--- src/rtl/dmem_access_ctrl.sv ---
// Data-memory access sequencer: launches one load/store per MEM-stage request,
// holds the port for WAIT_CYCLES cycles, and returns the aligned, extended load data.
module dmem_access_ctrl #(
    parameter int WAIT_CYCLES = 2,
    parameter int ADDR_W      = 12
) (
    input  logic              CLK,
    input  logic              RSTn,
    input  logic              MEM_VALID,
    input  logic              MEM_READ,
    input  logic              MEM_WRITE,
    input  logic [2:0]        FUNCT3,
    input  logic [31:0]       ADDR,
    input  logic [31:0]       WDATA,
    input  logic [31:0]       D_MEM_DI,
    output logic              D_MEM_CSN,
    output logic              D_MEM_WEN,
    output logic [3:0]        D_MEM_BE,
    output logic [ADDR_W-1:0] D_MEM_ADDR,
    output logic [31:0]       D_MEM_DOUT,
    output logic [31:0]       LOAD_DATA,
    output logic              STALL,
    output logic              ACC_ERR
);

    localparam int CNT_W = 4;

    typedef enum logic [1:0] {
        IDLE   = 2'd0,
        ACCESS = 2'd1,
        DONE   = 2'd2
    } state_t;

    state_t           state_r;
    logic [CNT_W-1:0] cnt_r;
    logic             read_r;
    logic [2:0]       funct3_r;
    logic [1:0]       offset_r;

    logic             req_s;
    logic             legal_s;
    logic             launch_s;
    logic             unused_s;

    // Stores only accept B/H/W; loads also accept BU/HU. H and W need natural alignment.
    function automatic logic f_legal(input logic is_write, input logic [2:0] f3,
                                     input logic [1:0] off);
        logic ok;
        case (f3)
            3'b000:  ok = 1'b1;
            3'b001:  ok = ~off[0];
            3'b010:  ok = (off == 2'b00);
            3'b100:  ok = ~is_write;
            3'b101:  ok = ~is_write & ~off[0];
            default: ok = 1'b0;
        endcase
        return ok;
    endfunction

    function automatic logic [3:0] f_be(input logic [2:0] f3, input logic [1:0] off);
        logic [3:0] be;
        case (f3[1:0])
            2'b00:   be = 4'b0001 << off;
            2'b01:   be = 4'b0011 << off;
            default: be = 4'b1111;
        endcase
        return be;
    endfunction

    function automatic logic [31:0] f_wdata(input logic [2:0] f3, input logic [1:0] off,
                                            input logic [31:0] wd);
        logic [31:0] d;
        case (f3[1:0])
            2'b00:   d = {24'd0, wd[7:0]} << {off, 3'b000};
            2'b01:   d = {16'd0, wd[15:0]} << {off, 3'b000};
            default: d = wd;
        endcase
        return d;
    endfunction

    function automatic logic [31:0] f_extend(input logic [2:0] f3, input logic [1:0] off,
                                             input logic [31:0] di);
        logic [31:0] lane;
        logic [31:0] r;
        lane = di >> {off, 3'b000};
        case (f3)
            3'b000:  r = {{24{lane[7]}}, lane[7:0]};
            3'b001:  r = {{16{lane[15]}}, lane[15:0]};
            3'b100:  r = {24'd0, lane[7:0]};
            3'b101:  r = {16'd0, lane[15:0]};
            default: r = di;
        endcase
        return r;
    endfunction

    assign unused_s = ^ADDR[31:ADDR_W];

    // Request decode plus the combinational handshake; both are silenced while reset is held.
    always_comb begin
        req_s    = MEM_VALID & (MEM_READ | MEM_WRITE);
        legal_s  = f_legal(MEM_WRITE, FUNCT3, ADDR[1:0]);
        launch_s = 1'b0;
        STALL    = 1'b0;
        ACC_ERR  = 1'b0;
        if (RSTn && (state_r == IDLE)) begin
            launch_s = req_s & legal_s;
            STALL    = req_s & legal_s;
            ACC_ERR  = req_s & ~legal_s;
        end else if (RSTn && (state_r == ACCESS)) begin
            STALL    = 1'b1;
        end else begin
            STALL    = 1'b0;
        end
    end

    // Access sequencer and registered memory-port outputs.
    always_ff @(posedge CLK) begin
        if (!RSTn) begin
            state_r    <= IDLE;
            cnt_r      <= {CNT_W{1'b0}};
            read_r     <= 1'b0;
            funct3_r   <= 3'b000;
            offset_r   <= 2'b00;
            D_MEM_CSN  <= 1'b1;
            D_MEM_WEN  <= 1'b1;
            D_MEM_BE   <= 4'b0000;
            D_MEM_ADDR <= {ADDR_W{1'b0}};
            D_MEM_DOUT <= 32'd0;
            LOAD_DATA  <= 32'd0;
        end else begin
            case (state_r)
                IDLE: begin
                    if (launch_s) begin
                        state_r    <= ACCESS;
                        cnt_r      <= CNT_W'(WAIT_CYCLES - 1);
                        read_r     <= ~MEM_WRITE;
                        funct3_r   <= FUNCT3;
                        offset_r   <= ADDR[1:0];
                        D_MEM_CSN  <= 1'b0;
                        D_MEM_WEN  <= ~MEM_WRITE;
                        D_MEM_BE   <= f_be(FUNCT3, ADDR[1:0]);
                        D_MEM_ADDR <= {ADDR[ADDR_W-1:2], 2'b00};
                        D_MEM_DOUT <= f_wdata(FUNCT3, ADDR[1:0], WDATA);
                    end
                end
                ACCESS: begin
                    if (cnt_r == {CNT_W{1'b0}}) begin
                        if (read_r) begin
                            LOAD_DATA <= f_extend(funct3_r, offset_r, D_MEM_DI);
                        end
                        D_MEM_CSN <= 1'b1;
                        D_MEM_WEN <= 1'b1;
                        D_MEM_BE  <= 4'b0000;
                        state_r   <= DONE;
                    end else begin
                        cnt_r <= cnt_r - {{(CNT_W-1){1'b0}}, 1'b1};
                    end
                end
                // The pipeline advances on this edge, so the lingering request is not relaunched.
                DONE: begin
                    state_r <= IDLE;
                end
                default: begin
                    state_r <= IDLE;
                end
            endcase
        end
    end

endmodule

--- config.mk ---
export PLATFORM = sky130hd
export DESIGN_NAME = dmem_access_ctrl
export DESIGN_NICKNAME = d
export VERILOG_FILES = /design/src/rtl/dmem_access_ctrl.sv
export SDC_FILE = /design/constraint.sdc
export NUM_CORES = 1
export LEC_CHECK = 0
export BUFFER_PORTS_ARGS = -buffer_cell sky130_fd_sc_hd__buf_2
export CAP_MARGIN = 20
export CORE_MARGIN = 2
export CORE_UTILIZATION = 53
export CTS_CLUSTER_DIAMETER = 80
export DETAILED_ROUTE_END_ITERATION = 6
export GPL_ROUTABILITY_DRIVEN = 0
export PLACE_DENSITY = 0.86
export SYNTH_ARGS = -nofsm -noshare
export SYNTH_HDL_FRONTEND = slang
export SYNTH_SLANG_ARGS = --single-unit
--- constraint.sdc ---
create_clock -name CLK -period 3.2 [get_ports CLK]
set_input_delay 0.32 -clock CLK [delete_from_list [all_inputs] [get_ports CLK]]
set_output_delay 0.32 -clock CLK [all_outputs]
set_load 0.05 [all_outputs]
==> run metrics <==
outcome=finished clean; pin count of the biggest net entering global routing=48; Yosys top cell by area=dfxtp_1; global-route usage over all layers=27.80%; DIE HEIGHT=97.98 um; Root Driver=clkbuf_8; EDFF count, synth=0; port bufs=165; WP data arrival=2.65 ns; slowest stage delay, CP=0.65 ns; share of layout cells above drive strength 1=27.86%; Routed WL per cell=16.64 um; Worst Path Max Fanout=20; VDD IR max=0.0002873 V; setup TNS=0 ns; Worst-Margin Slew=0.8867 ns; period utilization=74.27%; Placement Cell Area=0.005469 mm^2; diode count=0; initial antenna violation count=0; Crit Path Class=flop to flop; IO Count=188; Final #Nets=820; CTS Buf Count=9; core area=0.008636 mm^2; Area growth syn-to-layout=21.92%; worst hold path class=input port to flop; WL final=13.75 mm; DR pass1 iterations=5; fraction of registers with async set/reset=0%; Clock Skews=0.01424 ns; Synth top area share=39.35%; relative slew slack=40.81%; DRC=0; Seq/Total Area, Yosys=39.35%; Post-synth top cells=dfxtp_1 (92), nand2_1 (78), nand3_1 (74), o21ai_0 (73), clkbuf_1 (38); Synth Instances=588; Starting Density=54.20%; Worst Path Buf+Inv=1; via count=5,048; synthesized area per cell=7.960 um^2; most common flop cell mapped by yosys=dfxtp_1; post-CTS setup buffers=0; critical path's slowest cell=or3b_1; startpoint types=flop; FILL cells=706; max-capacitance violation count=0; Max Slew Vio Count=0; Yosys reg bits=92; global-route wire length before repair=22.29 mm; CTS clk-pin slew, worst paths=0.09 ns; Post-DP HPWL=9.542 mm; min Tclk post-route=2.377 ns; CP required=3.47 ns; clk_lat worst skew=0.36 ns; Critical Path End Type=flop; post-cts resize count=0; Post-Syn Area=0.004681 mm^2; Die X-Extent=97.98 um; final setup violation count=0; Final Hold Violating Endpoints=0; initial drt markers=298; top-count cell post-synth=dfxtp_1; synth top area cells=dfxtp_1 (39%), nand3_1 (7.9%), o21ai_0 (7.8%), nand2_1 (6.3%), mux2i_1 (4.5%); Via density=6.111; GR Overflow Total=0; crit path cell chain=inv_1 > ha_1 > or3b_1 > nor2_2 > o21ai_0 > a31oi_1; Synth cell types=52; vias in the first global route=4,633; CTS tree=done; RSZ-0062 raised after global routing=false; CTS sink cnt=92; htree depth=3; Max Root-Sink Buffers=2; Max Fclk=420.7 MHz; # rows=34; Yosys warnings=0; Leak=2.702 nW; P per Cell Area=438.9 mW/mm^2; Routed Antenna Nets=0; Top delay family on crit path=simple AND/OR/NAND/NOR gates; cts hold-fix bufs=0; Die Area=0.009599 mm^2; Finished Cell Area=0.005707 mm^2
[flip-flops by register name, indices dropped and copies added, names as in the netlist]
register / cells
D_MEM_ADDR: 10
D_MEM_BE: 4
D_MEM_CSN: 1
D_MEM_DOUT: 32
D_MEM_WEN: 1
LOAD_DATA: 32
cnt_r: 4
funct3_r: 3
offset_r: 2
read_r: 1
state_r: 2
[metal layers]
metal / track usage [%] / vias up / wire (um)
li1: - / 2367 / -
met1: 36.02 / 2351 / 5688
met2: 44.36 / 286 / 6401
met3: 7.301 / 44 / 1299
met4: 11.11 / 0 / 358
met5: 0 / - / 0
[cell usage in the layout, fill, tap and decap left out, types with 7 or more instances in the layout]
master	count
buf_2	165
dfxtp_1	92
nand2_1	78
nand3_1	74
o21ai_0	73
nor2_1	23
mux2i_1	21
a31oi_1	17
a21o_1	16
nand3b_1	15
a22oi_1	13
a21oi_1	12
inv_1	11
clkbuf_8	10
buf_4	10
a221oi_1	8
o2bb2ai_1	7
o311a_1	7
[area by class of cell]
| type | instances | area (um^2) | share of cell area [%] |
|---|---|---|---|
| repair buffers | 175 | 900.9 | 15.79 |
| inverters | 11 | 41.29 | 0.7235 |
| clock buffers | 10 | 137.6 | 2.412 |
| multi-input cells | 425 | 2550 | 44.68 |
| clock inverters | 5 | 100.1 | 1.754 |
| well taps | 108 | 135.1 | 2.368 |
| flip-flops and latches | 92 | 1842 | 32.27 |
[kinds of logic (layout without fill, tap and decap cells)]
group           count (synthesis)  count (layout)  share of synthesized area (%)
simple gates                  219             219                          23.10
compound gates                178             178                          25.05
flops                          92              92                          39.35
buf+inv                        72             201                          6.496
mux                            23              23                          5.212
fa+ha+maj                       2               2                         0.5345
other cells                     1               2                        0.08012
xor+xnor                        1               1                         0.1871
[power by group]
part | internal [mW] | switching, mW | total [mW]
Clock | 0.534 | 0.403 | 0.936
Sequential | 1.17 | 0.0206 | 1.19
Combinational | 0.120 | 0.260 | 0.380
Total | 1.82 | 0.683 | 2.50
[per-stage QoR]
step,power (mW),setup WS (ns),cells,util (%),hold slack [ns]
floorplan,1.458,0.9393,589,-,0.4119
global placement,1.580,0.7991,811,63.33,0.4285
detailed placement,1.587,0.7697,811,63.33,0.4352
CTS,2.502,0.8522,826,66.08,0.1323
global route,2.596,0.6635,826,66.08,0.1274
finish,2.505,0.8232,826,66.08,0.1477
[final timing paths]
path | start | slack [ns] | end | cells past startpoint
max | cnt_r[0] | 0.82 | LOAD_DATA[7] | 6
min | ADDR[6] | 0.15 | D_MEM_ADDR[6] | 3
min reg2reg | D_MEM_CSN | 0.45 | D_MEM_CSN | 2
max reg2reg | cnt_r[0] | 0.82 | LOAD_DATA[7] | 6
[worst min-delay path, stage by stage]
cell	delay (ns)
buf_2	0.07
nand2_1	0.04
nand2_1	0.04
Power figures use the tool's default switching activity.
